===== config.mk =====
export PLATFORM = sky130hd
export DESIGN_NAME = seq_alu_sequencer_flat
export DESIGN_NICKNAME = d
export VERILOG_FILES = /design/src/rtl/seq_alu_sequencer_if.sv /design/src/rtl/seq_alu_sequencer.sv /design/src/flat_wrapper.sv
export SDC_FILE = /design/constraint.sdc
export NUM_CORES = 1
export LEC_CHECK = 0
export BUFFER_PORTS_ARGS = -buffer_cell sky130_fd_sc_hd__buf_4
export CELL_PAD_IN_SITES_DETAIL_PLACEMENT = 1
export CELL_PAD_IN_SITES_GLOBAL_PLACEMENT = 1
export CORE_MARGIN = 2
export CORE_UTILIZATION = 35
export DETAILED_ROUTE_END_ITERATION = 10
export PLACE_DENSITY_LB_ADDON = 0.12
export SYNTH_ARGS = -nofsm -noshare
export SYNTH_HDL_FRONTEND = slang
export SYNTH_SLANG_ARGS = --single-unit

===== constraint.sdc =====
create_clock -name clk -period 2.9 [get_ports clk]
set_input_delay 0.58 -clock clk [delete_from_list [all_inputs] [get_ports clk]]
set_output_delay 0.58 -clock clk [all_outputs]
set_load 0.1 [all_outputs]

===== src/rtl/seq_alu_sequencer_if.sv =====
// rtl/seq_alu_sequencer_if.sv - request/status bundle between the ALU sequencer and its controller.
// The master drives the start request and opcode. The slave (the sequencer) returns the strobes and status.
interface seq_alu_sequencer_if #(
  parameter int WIDTH = 16
);
  localparam int CW = $clog2(WIDTH);

  logic          en;
  logic [1:0]    opcode;
  logic          abort;
  logic [1:0]    op_q;
  logic [2:0]    state;
  logic          load;
  logic          exec;
  logic [CW-1:0] step;
  logic          busy;
  logic          done;

  modport master (
    output en, opcode, abort,
    input  op_q, state, load, exec, step, busy, done
  );

  modport slave (
    input  en, opcode, abort,
    output op_q, state, load, exec, step, busy, done
  );
endinterface


===== src/rtl/seq_alu_sequencer.sv =====
// rtl/seq_alu_sequencer.sv - control FSM sequencing single-step (add/compare) and iterative (mul/div) ALU ops.
// Every output is a flop or a decode of registered state, so no input reaches an output combinationally.
module seq_alu_sequencer #(
  parameter int WIDTH     = 16,
  parameter int GRAY_STEP = 1
) (
  input  logic              clk,
  input  logic              nrst,
  seq_alu_sequencer_if.slave bus
);
  localparam int            CW   = $clog2(WIDTH);
  localparam logic [CW-1:0] LAST = CW'(WIDTH - 1);
  localparam logic [CW-1:0] ONE  = CW'(1);

  typedef enum logic [2:0] {
    IDLE   = 3'b000,
    LOAD   = 3'b001,
    SINGLE = 3'b011,
    ITER   = 3'b010,
    DONE   = 3'b110
  } state_t;

  state_t        cur;
  state_t        nxt;
  logic [CW-1:0] cnt;
  logic [CW-1:0] cnt_nxt;
  logic [1:0]    op_r;
  logic [1:0]    op_nxt;

  always_ff @(posedge clk or negedge nrst) begin
    if (!nrst) begin
      cur  <= IDLE;
      cnt  <= '0;
      op_r <= '0;
    end else begin
      cur  <= nxt;
      cnt  <= cnt_nxt;
      op_r <= op_nxt;
    end
  end

  // The counter defaults to zero, so it is cleared in every state except a continuing ITER.
  always_comb begin
    nxt     = cur;
    cnt_nxt = '0;
    op_nxt  = op_r;
    case (cur)
      IDLE: begin
        if (bus.en && !bus.abort) begin
          nxt    = LOAD;
          op_nxt = bus.opcode;
        end
      end
      LOAD: begin
        if (bus.abort)
          nxt = IDLE;
        else if (op_r == 2'd1 || op_r == 2'd2)
          nxt = ITER;
        else
          nxt = SINGLE;
      end
      SINGLE: begin
        nxt = bus.abort ? IDLE : DONE;
      end
      ITER: begin
        if (bus.abort)
          nxt = IDLE;
        else if (cnt == LAST)
          nxt = DONE;
        else
          cnt_nxt = cnt + ONE;
      end
      DONE: begin
        if (bus.abort) begin
          nxt = IDLE;
        end else if (bus.en) begin
          nxt    = LOAD;
          op_nxt = bus.opcode;
        end
      end
      default: nxt = IDLE;
    endcase
  end

  assign bus.state = cur;
  assign bus.op_q  = op_r;
  assign bus.load  = (cur == LOAD);
  assign bus.exec  = (cur == SINGLE) || (cur == ITER);
  assign bus.busy  = (cur == LOAD) || (cur == SINGLE) || (cur == ITER);
  assign bus.done  = (cur == DONE);

  generate
    if (GRAY_STEP != 0) begin : g_gray
      assign bus.step = cnt ^ (cnt >> 1);
    end else begin : g_bin
      assign bus.step = cnt;
    end
  endgenerate
endmodule


===== src/flat_wrapper.sv =====
// flat-port wrapper written by rule: the top's interface ports become plain ports
module seq_alu_sequencer_flat 
#(
  parameter int WIDTH     = 16,
  parameter int GRAY_STEP = 1
)
  (clk, nrst, bus_en, bus_opcode, bus_abort, bus_op_q, bus_state, bus_load, bus_exec, bus_step, bus_busy, bus_done);
  seq_alu_sequencer_if #(.WIDTH(WIDTH)) bus_i ();
  input  logic clk;
  input  logic nrst;
  input wire logic [$bits(bus_i.en)-1:0] bus_en;
  input wire logic [$bits(bus_i.opcode)-1:0] bus_opcode;
  input wire logic [$bits(bus_i.abort)-1:0] bus_abort;
  output wire logic [$bits(bus_i.op_q)-1:0] bus_op_q;
  output wire logic [$bits(bus_i.state)-1:0] bus_state;
  output wire logic [$bits(bus_i.load)-1:0] bus_load;
  output wire logic [$bits(bus_i.exec)-1:0] bus_exec;
  output wire logic [$bits(bus_i.step)-1:0] bus_step;
  output wire logic [$bits(bus_i.busy)-1:0] bus_busy;
  output wire logic [$bits(bus_i.done)-1:0] bus_done;
  assign bus_i.en = bus_en;
  assign bus_i.opcode = bus_opcode;
  assign bus_i.abort = bus_abort;
  assign bus_op_q = bus_i.op_q;
  assign bus_state = bus_i.state;
  assign bus_load = bus_i.load;
  assign bus_exec = bus_i.exec;
  assign bus_step = bus_i.step;
  assign bus_busy = bus_i.busy;
  assign bus_done = bus_i.done;
  seq_alu_sequencer #(.WIDTH(WIDTH), .GRAY_STEP(GRAY_STEP)) u_core (.clk(clk), .nrst(nrst), .bus(bus_i));
endmodule

Word level (Yosys, flattened, before mapping):

Index checks and enable logic that the tools add are counted.

* add/subtract/negate cells: 1
* bitwise gates (word level): 1
* muxes and demuxes: 16
* equality and inequality tests: 12
* reductions and logical operators: 10

Operators with widths (number)
* 2-to-1 mux 3 bit: 7
* one-hot mux 3 bit (5 select lines): 1
* 2-to-1 mux 4 bit: 3
* equality test 3 x 2 -> 1 bit (second input constant): 2
* 2-to-1 mux 2 bit: 3
* adder 4 x 1 -> 4 bit (second input constant): 1
* equality test 4 bit (second input constant): 1
* logical OR 1 bit: 4
* inequality test 2 bit (second input constant): 2
* one-hot mux 2 bit (2 select lines): 1
* AND reduction 4 bit: 1
* bitwise XOR 4 x 3 -> 4 bit: 1
* equality test 3 x 1 -> 1 bit (second input constant): 1
* equality test 3 bit (second input constant): 1
* logical NOT 3 bit: 1
* inequality test 3 x 2 -> 1 bit (second input constant): 1
* inequality test 3 bit (second input constant): 1
* AND reduction 3 bit: 1
* equality test 2 x 1 -> 1 bit (second input constant): 1
* equality test 2 bit (second input constant): 1
* inequality test 2 x 1 -> 1 bit (second input constant): 1
* nonzero test 2 bit: 1
* logical AND 1 bit: 1
* logical NOT 1 bit: 1
* 2-to-1 mux 1 bit: 1

* register bits: 9
* bits of input ports: 6
* output and inout bits: 13
* word-level logic and storage cells: 43

Logic depth before layout (Yosys ltp):

* word-level depth: 5
* depth in mapped cells: 4

Least setup slack after synthesis:

No wires, ideal clock.

* kind: register to output
* start point: reg u_core.cur[0] (netlist: u_core.bus.state[0])
* end point: out bus_load
* path buffers: 0
* cell stages (with the launch flop): 2
* path slack: -1022 ps
* data required time: 2320 ps
* arrival: 3342 ps
* path through: dfrtp_1 > nor3b_1

* longest elaborated chain between the ends: 1

Ends and longest elaborated chain
* start, declared: RTL line seq_alu_sequencer.sv:23 `state_t cur;`
* start signal, assigned: RTL line seq_alu_sequencer.sv:36 `cur <= nxt;`
* equality test 3 x 1 -> 1 bit: RTL line seq_alu_sequencer.sv:87 `assign bus.load = (cur == LOAD);`
* end, declared: RTL line flat_wrapper.sv:16 `output wire logic [$bits(bus_i.load)-1:0] bus_load;`

Every way passes these cells.

Final worst setup path:

* start point: reg u_core.cur[2] (netlist: u_core.bus.state[2])
* end point: out bus_exec

* longest elaborated chain between the ends: 2
* elaborated cells on any way between the ends: 3
* those cells by class: 2 x eq/ne; 1 x reduce/logical

Ends and longest elaborated chain
* equality test 3 x 2 -> 1 bit: RTL line seq_alu_sequencer.sv:88 `assign bus.exec = (cur == SINGLE) || (cur == ITER);`
* logical OR 1 bit *: RTL line seq_alu_sequencer.sv:88
* end, declared: RTL line flat_wrapper.sv:17 `output wire logic [$bits(bus_i.exec)-1:0] bus_exec;`

Mark *: on every way between the ends. The rest lies on a longest branch, timed or not.

==> impl_metrics.ini <==
[job]
drv_cap = 0

[critical_path]
critPathArrivalTime_ns = 1.30
slowest_stage = dfrtp_1
critical_path_class = reg2out
startpoint_type = flop
crit_required_ns = 2.32
cp_cell_sequence = and2b_2 -> buf_4
cpPeakStageDelay_ns = 0.48
worstPathMaxFanout = 8
cp-end-kind = output pin

[synth]
netlist_area_sq_um = 458
avgSynthCellArea_sq_um = 10.4
synth_nets = 53
yosysWarnings = 0
synth_cell_type_count = 20
ys_seq_elements = 9
synth_cells = 44
seq_area_frac_synth = 0.492

[run_status]
status = finished, final reports clean

[grt]
grt_max_degree = 10
grt_pass1_vias = 362
grt_pass1_wl_mm = 1.58
grt.total_usage = 0.163
grt_overflow_total = 0
antenna_found_initial = 0

[timing]
drv_slew = 0
fin_tns_setup_ns = 0
fin_crit_ns = 1.88
timing.fmax_mhz = 531
worst-slew-pin-transition_ns = 0.282
setup_viol = 0
fin_crit_sh = 0.649
hold_viol = 0
skew_ns = 0.00193
max_slew_margin = 0.812
rsz0062_at_grt = false

[drt]
via_per_inst = 4.76
antenna_left = 0
wl_per_cell_um = 13.4
first_pass_iters = 4
drt-initial-drc-count = 2
routed_wl_mm = 1.07
vias = 381
drc_errors = 0

[placement]
place_area_sq_um = 614
numPortBuffers = 18
gp_congestion = 0.613
place_hpwl_um = 849

[worst_hold_path]
hp-class = in2async

[power_and_ir_drop]
leakagePower_nw = 0.319
powerDensity_nw_per_um2 = 946
p_total_w = 0.000607
vdd_drop_max_v = 0.000564

[floorplan]
ioPinCount = 19
die_area_sq_um = 1610
fp.dieH_um = 40.2
die-width_um = 40.2
rows = 13
start_util = 0.366
coreArea_sq_um = 1250

[cells_and_area]
mostFrequentLayoutCells = 18 x buf_4, 9 x dfrtp_1, 5 x nor2_1, 4 x nand2_1
fin_util = 0.512
seq_area_sq_um = 225
num_antenna_cells = 0
nNetsFinal = 75
syn_to_final_growth_pct = 40.2
drive_above_1_share = 0.446
fill_cells = 141
multiInputGateArea_sq_um = 228
stdcell_area_sq_um = 642
final_common_cell = buf_4

[clock_network]
clkSinkCount = 9
clkTransAtPathRegs_ns = 0.07
cts.path.max_buffers = 2
clk-insertion-delay-late_ns = 0.27
cts_buffers = 3
cts_root_buf = clkbuf_4
cts_tree = built
post_cts_buffers = 0
cts_resized = 0
h-tree-depth = 1
hold_buffers = 0
==> path summary, 6_finish.rpt <==
check | from | end | slack [ns] | cells past startpoint
setup reg to reg | u_core.bus.state[2] | u_core.bus.op_q[0] | 1.66 | 3
hold reg to reg | u_core.cnt[0] | u_core.cnt[0] | 0.48 | 1
hold / removal | nrst | u_core.cnt[2] | 0.12 | 1
min in group clk | u_core.cnt[0] | u_core.cnt[0] | 0.48 | 1
max in group asynchronous | nrst | u_core.bus.state[2] | 2.64 | 1
setup / recovery | u_core.bus.state[2] | bus_exec | 1.02 | 2
==> layer usage <==
metal | global-route usage | part of all wire
met4 | 0.125 | 0.027
met5 | 0 | 0
met2 | 0.266 | 0.51
met1 | 0.175 | 0.41
met3 | 0.0500 | 0.050
==> cell usage after synthesis <==
library cell	n	share of area
o22a_2	1	0.022
xor2_1	1	0.019
nor2_1	7	0.057
nand3_1	1	0.011
buf_4	1	0.016
o21ai_0	1	0.011
inv_1	2	0.016
and2b_2	1	0.019
dfrtp_1	9	0.49
nor3b_1	1	0.016
ha_1	3	0.082
a21oi_1	1	0.011
nand2b_1	1	0.014
nor3_1	2	0.022
nand3_2	1	0.022
nor2_2	1	0.014
o21a_1	1	0.016
xnor2_1	3	0.057
nand2_1	4	0.033
mux2_1	2	0.049
==> kinds of logic (layout without fill, tap and decap cells) <==
logic type | count (synthesis) | count (layout) | share of synthesized area
adders and majority gates | 3 | 3 | 0.0820
and+or+nand+nor | 19 | 19 | 0.208
buffers and inverters | 3 | 24 | 0.0328
DFF | 9 | 9 | 0.492
muxes | 2 | 2 | 0.0492
xor gates and xnor gates | 4 | 4 | 0.0765
AOI/OAI and AO/OA | 4 | 4 | 0.0601
==> worst max-delay path: cells and delay by family (launching register included) <==
| kind | cells | cell delay, ns |
|---|---|---|
| simple gates | 1 | 0.27 |
| flops | 1 | 0.48 |
| buf+inv | 1 | 0.28 |
==> final cells by class <==
type | count | area share
repair buffers | 18 | 0.211
well taps | 15 | 0.0292
inverters | 2 | 0.0117
multi-input cells | 32 | 0.355
clock buffers | 3 | 0.0351
flip-flops and latches | 9 | 0.351
clock inverters | 1 | 0.00780
==> sequential cells by signal, indices dropped and copies added, names as in the netlist <==
| signal | cells |
|---|---|
| u_core.bus.op_q | 2 |
| u_core.bus.state | 3 |
| u_core.cnt | 4 |
==> power breakdown <==
| group | internal, W | switching (W) |
|---|---|---|
| clock | 0.0000510 | 0.0000520 |
| combinational | 0.0000732 | 0.000263 |
| sequential | 0.000144 | 0.0000236 |
==> through the flow <==
step                      hold WS [ns]  cells  setup WS [ns]
after floorplan                  0.284     44        -0.0443
after global placement           0.412     76           1.30
after detailed placement         0.412     76           1.30
after CTS                        0.122     80          0.998
after global routing             0.125     80          0.968
final                            0.122     80           1.02
Power figures use the tool's default switching activity.
